### config.mk
export PLATFORM = sky130hd
export DESIGN_NAME = ld_down_counter
export DESIGN_NICKNAME = d
export VERILOG_FILES = /design/src/rtl/ld_down_counter_pkg.sv /design/src/rtl/ld_down_counter_core.sv /design/src/rtl/ld_down_counter.sv
export SDC_FILE = /design/constraint.sdc
export NUM_CORES = 1
export LEC_CHECK = 0
export CAP_MARGIN = 20
export CORE_AREA = 2 2 39 41
export DETAILED_ROUTE_END_ITERATION = 6
export DIE_AREA = 0 0 41 43
export DONT_BUFFER_PORTS = 1
export GPL_ROUTABILITY_DRIVEN = 0
export PLACE_DENSITY_LB_ADDON = 0.1
export SLEW_MARGIN = 30
export SYNTH_ARGS = -nofsm -noshare
export SYNTH_HDL_FRONTEND = slang
export SYNTH_SLANG_ARGS = --single-unit
### constraint.sdc
create_clock -name clk_in -period 4.5 [get_ports clk_in]
set_input_delay 0.675 -clock clk_in [delete_from_list [all_inputs] [get_ports clk_in]]
set_output_delay 0.675 -clock clk_in [all_outputs]
set_load 0.02 [all_outputs]
### src/rtl/ld_down_counter_pkg.sv
// Shared definitions for the loadable down counter: FSM state encoding,
// count-register operation codes and the default width shared with the up counter.
`timescale 1ns/1ps
package ld_down_counter_pkg;

   localparam int DEFAULT_WIDTH = 4;

   typedef enum logic [1:0] {
      ST_IDLE  = 2'd0,
      ST_COUNT = 2'd1,
      ST_DONE  = 2'd2
   } state_t;

   // Operation applied to the count register on the next clock edge.
   typedef enum logic [2:0] {
      OP_HOLD   = 3'd0,
      OP_LOAD   = 3'd1,
      OP_DEC    = 3'd2,
      OP_RELOAD = 3'd3,
      OP_CLEAR  = 3'd4
   } core_op_t;

endpackage

### src/rtl/ld_down_counter_core.sv
// Count datapath: WIDTH-bit count register, captured reload value and zero detect.
// Performs whatever operation the controlling FSM selects each cycle.
`timescale 1ns/1ps
module ld_down_counter_core
   import ld_down_counter_pkg::*;
#(
   parameter int WIDTH = DEFAULT_WIDTH
) (
   input  logic             clk_in,
   input  logic             rst_in,
   input  core_op_t         op,
   input  logic [WIDTH-1:0] load_data,
   output logic [WIDTH-1:0] count,
   output logic             zero
);

   logic [WIDTH-1:0] reload_value;

   // NOTE: sequential state uses non-blocking assignments so every flop samples pre-edge values.
   always_ff @(posedge clk_in or posedge rst_in) begin
      if (rst_in) begin
         count        <= '0;
         reload_value <= '0;
      end else begin
         unique case (op)
            OP_LOAD: begin
               count        <= load_data;
               reload_value <= load_data;
            end
            OP_DEC:    count <= count - WIDTH'(1);
            OP_RELOAD: count <= reload_value;
            OP_CLEAR:  count <= '0;
            default:   count <= count;
         endcase
      end
   end

   // Decrement is only requested when nonzero, so the register never wraps.
   assign zero = (count == '0);

endmodule

### src/rtl/ld_down_counter.sv
// Loadable down counter with terminal count, one-shot or auto-reload mode.
// Optional abort input enabled by defining LD_DOWN_COUNTER_ABORT_EN.
`timescale 1ns/1ps
module ld_down_counter
   import ld_down_counter_pkg::*;
#(
   parameter int WIDTH = DEFAULT_WIDTH
) (
   input  logic             clk_in,
   input  logic             rst_in,
   input  logic             load_valid_in,
   output logic             load_ready_out,
   input  logic [WIDTH-1:0] load_data_in,
   input  logic             reload_in,
   input  logic             en_in,
`ifdef LD_DOWN_COUNTER_ABORT_EN
   input  logic             abort_in,
`endif
   output logic [WIDTH-1:0] count_out,
   output logic             tc_out,
   output logic             busy_out,
   output logic             done_out
);

   state_t   state, state_next;
   logic     mode, mode_next;
   core_op_t op;
   logic     zero;
   logic     tc;
   logic     ready;
   logic     abort;

`ifdef LD_DOWN_COUNTER_ABORT_EN
   assign abort = abort_in;
`else
   assign abort = 1'b0;
`endif

   ld_down_counter_core #(
      .WIDTH (WIDTH)
   ) u_core (
      .clk_in    (clk_in),
      .rst_in    (rst_in),
      .op        (op),
      .load_data (load_data_in),
      .count     (count_out),
      .zero      (zero)
   );

   always_ff @(posedge clk_in or posedge rst_in) begin
      if (rst_in) begin
         state <= ST_IDLE;
         mode  <= 1'b0;
      end else begin
         state <= state_next;
         mode  <= mode_next;
      end
   end

   // NOTE: every output of this block is defaulted first so no path can infer a latch.
   always_comb begin
      state_next = state;
      mode_next  = mode;
      op         = OP_HOLD;
      tc         = 1'b0;
      ready      = 1'b0;
      unique case (state)
         ST_IDLE, ST_DONE: begin
            ready = 1'b1;
            if (abort) begin
               state_next = ST_IDLE;
               op         = OP_CLEAR;
            end else if (load_valid_in) begin
               op         = OP_LOAD;
               mode_next  = reload_in;
               state_next = ST_COUNT;
            end
         end
         ST_COUNT: begin
            if (abort) begin
               state_next = ST_IDLE;
               op         = OP_CLEAR;
            end else if (en_in) begin
               if (zero) begin
                  tc = 1'b1;
                  if (mode) begin
                     op = OP_RELOAD;
                  end else begin
                     state_next = ST_DONE;
                  end
               end else begin
                  op = OP_DEC;
               end
            end
         end
         default: begin
            state_next = ST_IDLE;
            op         = OP_CLEAR;
         end
      endcase
   end

   assign load_ready_out = ready;
   assign tc_out         = tc;
   assign busy_out       = (state == ST_COUNT);
   assign done_out       = (state == ST_DONE);

endmodule
==> flow_summary.ini <==
[status]
status = finished, final reports clean

[logic_synthesis]
synth_edf_count = 0
yosysMostFrequentCell = dfrtp_1
synthTopCellsByCount = dfrtp_1, inv_1, o2bb2ai_1
synth_area_um2 = 641.9
yosys_register_bits = 11
ys_async_sr_fraction_pct = 100.0
yosys.area.top_type = dfrtp_1
ys.flop_type = dfrtp_1
ys_seq_area_share_pct = 42.88
syn_inst = 63
avgSynthCellArea_um2 = 10.19
ys_types = 31
synth_fp_nets = 73
yosys.area.top_type_share_pct = 42.88
ys_top_cells_by_area = dfrtp_1, o2bb2ai_1, mux2_2, mux2i_1, inv_1
yosys_warnings = 0

[detailed_routing]
routed_wl_um = 1386
post_drt_wl_per_cell_um = 17.33
via_per_inst = 6.163
antenna_left = 0
drt_iter0_markers = 6
drc = 0
drt_first_pass_iters = 3
via_count = 493

[hold_path]
hp-class = primary input to asynchronous set/reset pin

[finish]
fin_nets = 75
diodes = 0
area_growth_pct = 5.068
fin_area_um2 = 674.4
drive_gt1_share_pct = 12.50
instances_no_fill = 80

[global_route]
gr-total-overflow = 0
grt_pass1_wl_um = 2263
antenna_found_initial = 0
grt_start_max_net_pins = 12
grt_pass1_vias = 521
grt_use_total_pct = 19.98

[floorplan]
core_area_mm2 = 0.001384
placement_rows = 14
start_util_pct = 46.38
fp.dieH_um = 43
ios = 17
die_w_um = 41
die_area_mm2 = 0.001763

[worst_setup_path]
slowest_delay_ps = 520
cp_cell_sequence = inv_1 -> ha_1 -> nor3b_1 -> and2_1
start_kind = flip-flop
path_buf_inv = 1
endpoint_kind = output pin
cp.depth = 4
rr_startpoint = u_core.count[0]$_DFFE_PP0P_
crit_path_top_delay_cell = dfrtp_1
startpoint = u_core.count[0]$_DFFE_PP0P_
cp.required_ps = 3830
r2r_setup_slack_ps = 2590
cp-endpoint = tc_out
critPathMaxFanout = 8
reg2reg_depth = 5
arrival_ps = 1950
r2r_end = state[1]$_DFFE_PP0P_
cp_top_family = simple AND/OR/NAND/NOR gates
path_class = flip-flop to output pin

[timing]
worst_pin_slew_ps = 704.0
hold_viol_final = 0
fmax_ghz = 0.3812
skew_ps = 0.3345
rsz0062_at_grt = false
setup_slack_ps = 1876
setup_viol = 0
timing.final.crit_share_pct = 58.30
tns_ps = 0
final.min_clock_period_ps = 2624
slew_headroom_pct = 52.97
drv_slew = 0

[cts]
cts_max_level = 1
cts_setup_buffers = 0
clk_latency_ps = 270
clock_sinks = 11
hold_buffers = 0
root_buffer = clkbuf_4
cts_buffer_depth = 2
clk_pin_slew_ps = 70
cts-resized-gates = 0
cts_tree = built
cts_made_buffers = 3

[place]
hpwl_um = 1039
post_dp_cell_area_um2 = 648.1
numPortBuffers = 0
dp_slack_ps = 2209
dp.cells = 76

[pwr]
p_total_mw = 0.4845
pwr-share-comb_pct = 39.7
leakagePower_nw = 0.3000
seqPwrFrac_pct = 46.3
switchingPower_mw = 0.2138
vdd_drop_max_mv = 0.2498
p_clk_share_pct = 14.0
power_density_mw_per_mm2 = 718.4
p_int_mw = 0.2707
p_sw_share_pct = 44.13

[flow_run]
max_cap_violations = 0
## metrics by stage
stage                     hold WS, ps  utilization [%]
final                           273.9            48.73
after global routing            298.9            48.73
after CTS                       287.7            48.73
after detailed placement        481.5            46.84
after global placement          477.4            46.84
after floorplan                 457.3                -
## cell type report
class	count	area [µm²]
clock buffer	4	26.28
fill	150	709.4
inverter	7	26.28
multi-input combinational	42	326.6
sequential	11	275.3
tap	16	20.02
## registers in the layout, indices dropped and copies added (netlist names)
name / cells
state: 2
u_core.reload_value: 4
u_core.count: 4
mode: 1
## cells by family (layout without fill, tap and decap cells)
family / after synthesis / in the layout / synth area share (%)
muxes: 6 / 6 / 9.941
AOI/OAI and AO/OA: 17 / 17 / 20.86
adders and majority gates: 1 / 1 / 1.949
and+or+nand+nor: 18 / 18 / 18.13
buffers and inverters: 10 / 11 / 6.238
DFF: 11 / 11 / 42.88
## power by group through the flow
stage,clock network [mW],registers (mW),logic (mW)
floorplan,0,0.201,0.175
global placement,0,0.223,0.192
detailed placement,0,0.225,0.191
CTS,0.0701,0.223,0.194
global route,0.0765,0.233,0.215
finish,0.0678,0.224,0.193
## worst register-to-register path, delay by kind of cell (launching register included)
kind	cells	cell delay [ps]
flip-flops	1	520
AO/OA/AOI/OAI	1	170
AND/OR/NAND/NOR	2	840
buffers and inverters	1	120
adder cells (fa/ha/maj)	1	200
## layer usage
metal / share of wire [%] / routed length (µm) / GRT usage [%]
met1: 49 / 674 / 27.03
met2: 40 / 561 / 26.56
met3: 7.7 / 107 / 5.236
met4: 3.0 / 42 / 14.00
met5: 0 / 0 / 0
## layout by cell type (no fill, tap or decap), types with 2 or more instances in the layout
cell type  count
nor2b_1        3
dfrtp_1       11
inv_1          7
clkbuf_4       3
nor3b_1        2
nand2_1        3
o2bb2ai_1      4
o21ai_0        3
nand3b_1       2
mux2i_1        3
mux2_2         3
## worst min-delay path by stage
stage	startpoint	end	slack [ps]	cells after the start
after detailed placement	u_core.reload_value[3]$_DFFE_PP0N_	u_core.count[3]$_DFFE_PP0P_	480	1
after global placement	u_core.reload_value[3]$_DFFE_PP0N_	u_core.count[3]$_DFFE_PP0P_	480	1
final	rst_in	u_core.reload_value[0]$_DFFE_PP0N_	270	1
after floorplan	u_core.reload_value[3]$_DFFE_PP0N_	u_core.count[3]$_DFFE_PP0P_	460	1
after CTS	rst_in	u_core.reload_value[0]$_DFFE_PP0N_	290	1
after global routing	rst_in	mode$_DFFE_PP0P_	300	1
(Power assumes the default switching activity.)
